===== src/rtl/read_iq_pkg.sv =====
// Shared types, default widths and the quantiser for the multi-pair IQ reader.
// Optional feature macro: READ_IQ_SAT_EN (saturating quantiser when defined,
// two's-complement wrap when undefined).
package read_iq_pkg;

  localparam int DEF_IN_WIDTH     = 32;
  localparam int DEF_SAMPLE_WIDTH = 16;
  localparam int DEF_OUT_WIDTH    = 32;
  localparam int DEF_QUANT_BITS   = 10;

  // Internal arithmetic width; wide enough for any sane SAMPLE_WIDTH+QUANT_BITS.
  localparam int CALC_W = 64;

  typedef enum logic {S_FETCH, S_EMIT} state_e;

`ifdef READ_IQ_SAT_EN
  // Shift left, then clamp to the signed range of out_width bits.
  function automatic logic signed [CALC_W-1:0] quantize(
    input  logic signed [CALC_W-1:0] sample,
    input  int unsigned              quant_bits,
    input  int unsigned              out_width,
    output logic                     sat
  );
    logic signed [CALC_W-1:0] shifted;
    logic signed [CALC_W-1:0] max_v;
    logic signed [CALC_W-1:0] min_v;
    shifted = sample <<< quant_bits;
    max_v   = (64'sd1 <<< (out_width - 1)) - 64'sd1;
    min_v   = -(64'sd1 <<< (out_width - 1));
    sat     = 1'b0;
    if (shifted > max_v) begin
      shifted = max_v;
      sat     = 1'b1;
    end else if (shifted < min_v) begin
      shifted = min_v;
      sat     = 1'b1;
    end
    return shifted;
  endfunction
`else
  // Shift left; the caller keeps the low out_width bits, which wraps.
  function automatic logic signed [CALC_W-1:0] quantize(
    input logic signed [CALC_W-1:0] sample,
    input int unsigned              quant_bits,
    input int unsigned              out_width
  );
    if (out_width == 0) return '0;
    return sample <<< quant_bits;
  endfunction
`endif

endpackage


===== src/rtl/iq_extract.sv =====
// Selects pair pair_idx from a packed word, applies the I/Q swap and quantises
// both components. Purely combinational. Macro READ_IQ_SAT_EN adds the sat output.
module iq_extract
  import read_iq_pkg::*;
#(
  parameter int IN_WIDTH     = DEF_IN_WIDTH,
  parameter int SAMPLE_WIDTH = DEF_SAMPLE_WIDTH,
  parameter int OUT_WIDTH    = DEF_OUT_WIDTH,
  parameter int QUANT_BITS   = DEF_QUANT_BITS,
  parameter int IDX_W        = 1
) (
  input  logic [IN_WIDTH-1:0]  word,
  input  logic [IDX_W-1:0]     pair_idx,
  input  logic                 swap,
`ifdef READ_IQ_SAT_EN
  output logic                 sat,
`endif
  output logic [OUT_WIDTH-1:0] i_data,
  output logic [OUT_WIDTH-1:0] q_data
);

  int                             base;
  logic signed [SAMPLE_WIDTH-1:0] comp_lo;
  logic signed [SAMPLE_WIDTH-1:0] comp_hi;
  logic signed [SAMPLE_WIDTH-1:0] i_raw;
  logic signed [SAMPLE_WIDTH-1:0] q_raw;
  logic signed [CALC_W-1:0]       i_ext;
  logic signed [CALC_W-1:0]       q_ext;
`ifdef READ_IQ_SAT_EN
  logic                           sat_i;
  logic                           sat_q;
`endif

  // Pick the pair's two components (low = I, high = Q), swap, extend, quantise.
  always_comb begin
    base    = int'(pair_idx) * 2 * SAMPLE_WIDTH;
    comp_lo = word[base +: SAMPLE_WIDTH];
    comp_hi = word[base + SAMPLE_WIDTH +: SAMPLE_WIDTH];
    i_raw   = swap ? comp_hi : comp_lo;
    q_raw   = swap ? comp_lo : comp_hi;
    i_ext   = CALC_W'(i_raw);
    q_ext   = CALC_W'(q_raw);
`ifdef READ_IQ_SAT_EN
    sat_i   = 1'b0;
    sat_q   = 1'b0;
    i_data  = OUT_WIDTH'(quantize(i_ext, QUANT_BITS, OUT_WIDTH, sat_i));
    q_data  = OUT_WIDTH'(quantize(q_ext, QUANT_BITS, OUT_WIDTH, sat_q));
    sat     = sat_i | sat_q;
`else
    i_data  = OUT_WIDTH'(quantize(i_ext, QUANT_BITS, OUT_WIDTH));
    q_data  = OUT_WIDTH'(quantize(q_ext, QUANT_BITS, OUT_WIDTH));
`endif
  end

endmodule


===== src/rtl/read_iq_multi.sv =====
// IQ front-end reader: pops packed raw words from an FWFT FIFO and emits one
// quantised (I,Q) pair per clock into lockstep I and Q FIFOs.
// Optional feature macro: READ_IQ_SAT_EN (saturation plus sat_flag output).
module read_iq_multi
  import read_iq_pkg::*;
#(
  parameter int IN_WIDTH     = DEF_IN_WIDTH,
  parameter int SAMPLE_WIDTH = DEF_SAMPLE_WIDTH,
  parameter int OUT_WIDTH    = DEF_OUT_WIDTH,
  parameter int QUANT_BITS   = DEF_QUANT_BITS
) (
  input  logic                 clock,
  input  logic                 reset,
  input  logic                 swap_iq,
  output logic                 in_rd_en,
  input  logic                 in_empty,
  input  logic [IN_WIDTH-1:0]  in_dout,
  output logic                 out_i_wr_en,
  input  logic                 out_i_full,
  output logic [OUT_WIDTH-1:0] out_i_din,
  output logic                 out_q_wr_en,
  input  logic                 out_q_full,
  output logic [OUT_WIDTH-1:0] out_q_din,
`ifdef READ_IQ_SAT_EN
  output logic                 sat_flag,
`endif
  output logic                 idle
);

  localparam int PAIRS = IN_WIDTH / (2 * SAMPLE_WIDTH);
  localparam int IDX_W = (PAIRS > 1) ? $clog2(PAIRS) : 1;
  localparam logic [IDX_W-1:0] LAST_IDX = IDX_W'(PAIRS - 1);

  state_e               state_q, state_d;
  logic [IN_WIDTH-1:0]  word_q, word_d;
  logic [IDX_W-1:0]     pair_idx_q, pair_idx_d;
  logic                 swap_q, swap_d;
  logic                 pop;
  logic                 wr_en;
`ifdef READ_IQ_SAT_EN
  logic                 pair_sat;
`endif

  // State, held word, pair counter and latched swap control.
  always_ff @(posedge clock or posedge reset) begin
    if (reset) begin
      state_q    <= S_FETCH;
      word_q     <= '0;
      pair_idx_q <= '0;
      swap_q     <= 1'b0;
    end else begin
      state_q    <= state_d;
      word_q     <= word_d;
      pair_idx_q <= pair_idx_d;
      swap_q     <= swap_d;
    end
  end

  // Next-state: fetch a word, then emit its pairs; reload on the last pair if possible.
  always_comb begin
    state_d    = state_q;
    word_d     = word_q;
    pair_idx_d = pair_idx_q;
    swap_d     = swap_q;
    pop        = 1'b0;
    wr_en      = 1'b0;
    unique case (state_q)
      S_FETCH: begin
        if (!in_empty) begin
          pop        = 1'b1;
          word_d     = in_dout;
          swap_d     = swap_iq;
          pair_idx_d = '0;
          state_d    = S_EMIT;
        end
      end
      S_EMIT: begin
        if (!out_i_full && !out_q_full) begin
          wr_en = 1'b1;
          if (pair_idx_q == LAST_IDX) begin
            if (!in_empty) begin
              pop        = 1'b1;
              word_d     = in_dout;
              swap_d     = swap_iq;
              pair_idx_d = '0;
            end else begin
              state_d = S_FETCH;
            end
          end else begin
            pair_idx_d = pair_idx_q + IDX_W'(1);
          end
        end
      end
      default: state_d = S_FETCH;
    endcase
  end

  // Never pop while in reset: the word would be dropped since the register is held.
  assign in_rd_en    = pop & ~reset;
  assign out_i_wr_en = wr_en;
  assign out_q_wr_en = wr_en;
  assign idle        = (state_q == S_FETCH);

`ifdef READ_IQ_SAT_EN
  assign sat_flag = wr_en & pair_sat;
`endif

  iq_extract #(
    .IN_WIDTH    (IN_WIDTH),
    .SAMPLE_WIDTH(SAMPLE_WIDTH),
    .OUT_WIDTH   (OUT_WIDTH),
    .QUANT_BITS  (QUANT_BITS),
    .IDX_W       (IDX_W)
  ) u_extract (
    .word    (word_q),
    .pair_idx(pair_idx_q),
    .swap    (swap_q),
`ifdef READ_IQ_SAT_EN
    .sat     (pair_sat),
`endif
    .i_data  (out_i_din),
    .q_data  (out_q_din)
  );

endmodule


===== config.mk =====
export PLATFORM = sky130hd
export DESIGN_NAME = read_iq_multi
export DESIGN_NICKNAME = d
export VERILOG_FILES = /design/src/rtl/read_iq_pkg.sv /design/src/rtl/iq_extract.sv /design/src/rtl/read_iq_multi.sv
export SDC_FILE = /design/constraint.sdc
export NUM_CORES = 1
export LEC_CHECK = 0
export ABC_AREA = 1
export ABC_CLOCK_PERIOD_IN_PS = 2600
export CORE_MARGIN = 2
export CORE_UTILIZATION = 30
export DETAILED_ROUTE_END_ITERATION = 8
export PLACE_DENSITY_LB_ADDON = 0.3
export SYNTH_ARGS = -nofsm -noshare
export SYNTH_HDL_FRONTEND = slang
export SYNTH_SLANG_ARGS = --single-unit
export TNS_END_PERCENT = 30

===== constraint.sdc =====
create_clock -name clock -period 2.6 [get_ports clock]
set_clock_uncertainty 0.2 [all_clocks]
set_input_delay 0.65 -clock clock [delete_from_list [all_inputs] [get_ports clock]]
set_output_delay 0.65 -clock clock [all_outputs]
set_load 0.02 [all_outputs]

; ---- Yosys cells after proc, flatten, opt, wreduce, memory -nomap -nowiden
; Index checks and enable logic that the tools add are counted.
[totals]
romBits = 0
mem_bits_rw = 0
out_inout_bits = 68
in_bits = 38
mem_count = 0
register_bits = 35
latch_bits = 0
[classes]
multipliers = 0
shifts = 2
n_lt_le_gt_ge = 0
bitwise_logic = 3
eq_ne = 3
div = 0
add_sub_neg = 2
reduce_logical = 5
mux = 23
[op_table]
columns = operator, count
row1 = 2-to-1 mux 32 bit, 3
row2 = case mux 32 bit (2 select lines), 1
row3 = 2-to-1 mux 16 bit, 2
row4 = indexed part select 32 x 32 -> 16 bit, 1
row5 = indexed part select 32 x 7 -> 16 bit, 1
row6 = 2-to-1 mux 1 bit, 13
row7 = case mux 1 bit (2 select lines), 4
row8 = adder 6 x 5 -> 7 bit (second input constant), 1
row9 = != test 2 bit (second input constant), 2
row10 = AND reduction 2 bit, 2
row11 = zero test 1 bit, 2
row12 = != test 2 x 1 -> 1 bit (second input constant), 1
row13 = NOT 1 bit, 2
row14 = adder 1 bit (second input constant), 1
row15 = AND 1 bit, 1
row16 = logical AND 1 bit, 1

; ---- Depth between registers and ports, before layout
[logic_depth]
word_depth = 5
mapped_depth = 5
mapped_depth_nobuf = 4

; ---- Cells and area by module
; From an unflattened synthesis, not the netlist that was laid out.
[hier_totals]
hier_cells = 296
hier_area_um2 = 2296.0
[modules_own_cells]
columns = mod, seq_area_each_um2, instances, cells_per_inst, area_each_um2
row1 = read_iq_multi, 850.8, 1, 152, 1395.1
row2 = iq_extract, 0.0, 1, 144, 900.9

; ---- Worst setup path after synthesis
; OpenSTA, ideal clock, no wires.
[synth_path]
kind = register to output
from = register swap_q
to = output out_q_din[26]
path_slack_ps = 137
required_time_ps = 1750
arrival_time_ps = 1613
stages_incl_launch_ff = 4
path_cell_list = dfrtp_1 clkbuf_1 o21ai_0 buf_4
[synth_between]
elab_chain_len = 1
[synth_rtl]
columns = item, line_no
row1 = start: declaration, read_iq_multi.sv:37  ; logic swap_q, swap_d;
row2 = start signal: assignment, read_iq_multi.sv:55  ; swap_q <= swap_d;
row3 = 2-to-1 mux 16 bit, iq_extract.sv:40  ; q_raw = swap ? comp_lo : comp_hi;
row4 = end: declaration, read_iq_multi.sv:23  ; output logic [OUT_WIDTH-1:0] out_q_din,
; No other way between the ends.

; ---- Worst setup path after layout
[layout_path]
from = input out_i_full
to = output out_q_wr_en
[layout_between]
elab_chain_len = 4
[layout_rtl]
columns = item, line_no
row1 = start: declaration, read_iq_multi.sv:19  ; input logic out_i_full,
row2 = zero test 1 bit, read_iq_multi.sv:78  ; if (!out_i_full && !out_q_full) begin
row3 = logical AND 1 bit, read_iq_multi.sv:78
row4 = 2-to-1 mux 1 bit, read_iq_multi.sv:78
row5 = 2-to-1 mux 1 bit, read_iq_multi.sv:67  ; unique case (state_q)
row6 = end: declaration, read_iq_multi.sv:21  ; output logic out_q_wr_en,
; No other way between the ends.

==> results.txt <==
The half-perimeter wire length after placement came out at 3.45 mm. Measured along the y axis, the die boundary spans 85.8 µm. The worst min-delay path class is reg -> reg. The number of cell rows is 29.

For this design the total switching power over the nets is 0.000810 W. Traced cell by cell, the critical path runs through clkdlybuf4s50_1, nor3_1, dlygate4sd2_1. The cell area after placement came out at 0.00272 mm².

Summed over all instances, the cell type with the most area after synthesis is dfrtp_1. The cell area after synthesis came out at 0.00201 mm². The number of clock buffers inserted by TritonCTS came out at 5. The number of max-slew violations in the final report came out at 0.

The register area share after synthesis came out at 42.3%. After layout, the design draws a total of 0.00203 W. The final-layout fill cell count came out at 694. In this run the most critical hold path is launched from word_q[3]. The number of buffers inserted for hold repair after clock tree synthesis is 0. Max-cap violations in this run came to 0. The run finished, with violations left. The initial antenna violation count is 0. The power per standard cell area is 715 mW/mm². The growth of design area from synthesis to finish came out at 41.1%.

The reg-to-reg critical path endpoint is word_q[10]. The clock net in this run drives a total of 34 sinks. The peak supply drop is 0.293 mV.

For this run, the top clock speed supported by timing is 385 MHz. The antenna diode count came out at 0. The later-pin clock latency in the skew report is ~0.28 ns.

The final critical-path required period came out at about 2.6 ns. The clock-pin slew on the worst setup and hold paths is around 0.07 ns. Setup repair after global routing could not meet its margin everywhere. The ratio of final minimum period to clock period is 99.8%. The share of power burned in the clock network is roughly a fifth. The wire length of the first global-routing pass is ~8.1 mm. The area taken by flip-flops and latches came out at 852 µm². The pre-antenna-repair detailed-routing pass consisted of 7 iterations.

The post-layout instance area came out at approximately 0.0028 mm². The routed wire length came out at approximately 5.0 mm. The buffer cell driving the clock tree root is clkbuf_8. The number of global-route vias before repair is 1747.

The final net count is 377. The count of cell types in the netlist came out at 16. STA classifies the critical path endpoint as an output pin. The CTS tree is done. The internal cell power is roughly 0.0012 W. The boundary pin count came out at 106.

The detail-routed via count per cell is 4.41. The number of design-rule violations left by the first detailed-router iteration came out at 79. The clock passes through at most 2 buffers. For this run the aggregate overflow at the end of global routing stands at 0. The global placement routability congestion is 0.763. Combinational logic burns a little under half of the power. The die covers about 0.0074 mm². In the routed design, unresolved DRC markers number 7.

The ratio of cells with drive above 1 in the final layout came out at about 5.3%. The number of port buffers is 85. The slack of the worst reg-to-reg path is 1.22 ns.

The flop and latch count out of synthesis is 34. The worst register-to-register path begins at state_q. The endpoint required time on the critical path came out at approximately 1.8 ns. Sorting the synthesized cells by area gives the leading types as dfrtp_1, nand2_1, buf_4, nand3_1, a21oi_1. Along the worst path, the maximum fanout reaches 2. For the worst flop-to-flop path, the logic depth is 4. The count of nets left with antenna violations once routing finished came out at 0. Among all stages on the critical path, the largest delay is contributed by clkdlybuf4s50_1. The worst hold path terminates at word_q[3].

The switching share of total power is between 30% and 40%. The mean area per synthesized cell came out at 7.41 µm². The top cell type's share of synthesized area is 42.3%. The worst endpoint data arrival time came out at 1.74 ns. The total setup violations reported at the end of the flow is 0. The final routed wire length divided by cell count came out at 12.0 µm. The number of hold violations in the final report is 0. The final reports fail on design-rule violations. The reported leakage power is 1.61 nW. The total global-route track usage is approximately 14%. The number of warnings reported in the yosys synthesis log is 0.

Summing all multi-input logic gate instances after layout gives 812 µm². The number of instances in the synthesized netlist is 271. The level count of the clock H-tree came out at 2.

From left edge to right edge, the die measures about 86 µm. The worst hold path passes through 2 cells. The region available for standard cell placement spans 0.00642 mm². The largest net degree at the start of global routing came out at 38. The initial core utilization came out at 31.3%.

The total negative setup slack came out at 0 ns. The setup path with the least slack is of type in -> out. On the worst path, the slowest cell contributes a delay of 0.48 ns. Of the total power, registers draw approximately a third. The worst setup path is launched from a primary input.

The overall via count from detail_route came out at 1837.
==> power groups by stage <==
stage	logic, W	clock network [W]	registers, W
finish	0.000941	0.000403	0.000684
detailed placement	0.00103	0	0.000690
floorplan	0.000663	0	0.000674
global route	0.00103	0.000444	0.000699
global placement	0.00102	0	0.000687
CTS	0.000972	0.000420	0.000684
==> cells in the mapped netlist <==
master / number
a21oi_1: 16
inv_1: 18
nor2_1: 17
dfrtp_1: 34
nand2_1: 83
o21ai_4: 1
o21ai_0: 16
nor3_1: 1
buf_4: 36
nand2_4: 1
clkinv_1: 1
buf_6: 3
conb_1: 1
clkbuf_1: 3
buf_2: 7
nand3_1: 33
==> how the worst max path moves through the flow <==
| stage | slack, ns | end | start |
|---|---|---|---|
| global placement | -0.35 | in_rd_en | out_i_full |
| CTS | -0.04 | in_rd_en | out_i_full |
| global route | -0.02 | out_q_wr_en | out_i_full |
| floorplan | 0.14 | out_q_din[26] | swap_q |
| detailed placement | -0.37 | in_rd_en | out_i_full |
| finish | 0.005 | out_q_wr_en | out_i_full |
==> stage by stage <==
step           std cells  setup WS, ns  util, %  hold WS, ns
3_3_place_gp         409        -0.351     42.4        0.256
5_1_grt              417       -0.0227     44.1        0.302
4_1_cts              417       -0.0442     43.6        0.276
3_5_place_dp         409        -0.373     42.4        0.259
6_report             417       0.00524     44.1        0.273
2_1_floorplan        290         0.137        -        0.242
==> cell type report <==
| class | count | area share (%) |
|---|---|---|
| Timing Repair Buffer | 91 | 32.2 |
| Sequential cell | 34 | 30.1 |
| Multi-Input combinational cell | 188 | 28.6 |
| Tap cell | 77 | 3.40 |
| Clock buffer | 7 | 3.05 |
| Inverter | 19 | 2.52 |
| Clock inverter | 1 | 0.177 |
==> cell usage in the layout (no fill, tap or decap), types with 4 or more instances in the layout <==
master           synthesis  layout
nand2_1                 83      83
inv_1                   18      18
dlygate4sd2_1            0      26
dfrtp_1                 34      33
nand3_1                 33      33
a21oi_1                 16      15
nor2_1                  17      17
buf_4                   36       4
clkbuf_8                 0       6
conb_1                   1      20
o21ai_0                 16      15
dlymetal6s2s_1           0      17
clkdlybuf4s50_1          0      41
==> repair_timing <==
item / 4_1_cts / 5_1_grt
resized for setup: 33 / 19
endpoints found under the hold margin: 0 / 0
endpoints found under the setup margin: 41 / 30
setup buffers: 0 / 0
==> kinds of logic after synthesis <==
kind of cell           after synthesis  synth area share (%)
and+or+nand+nor                    135                  27.7
buffers and inverters               68                  21.0
DFF                                 34                  42.3
AOI/OAI and AO/OA                   33                  8.78
other                                1                 0.187
==> worst max-delay path, delay by kind of cell <==
family | cells | cell delay, ns
and+or+nand+nor | 1 | 0.25
buffers and inverters | 2 | 0.84
==> sequential cells by signal, summed over array words and instances (netlist names) <==
signal and cells:
word_q 32, swap_q 1, state_q 1
==> metal layers <==
metal	global-route usage (%)	vias up	part of all wire, %
met5	0	-	0
met4	3.61	0	0.92
met3	4.14	4	7.0
met2	24.8	64	50
met1	16.2	841	43
li1	-	928	-
Note: power is estimated with default switching activity, not from simulation.
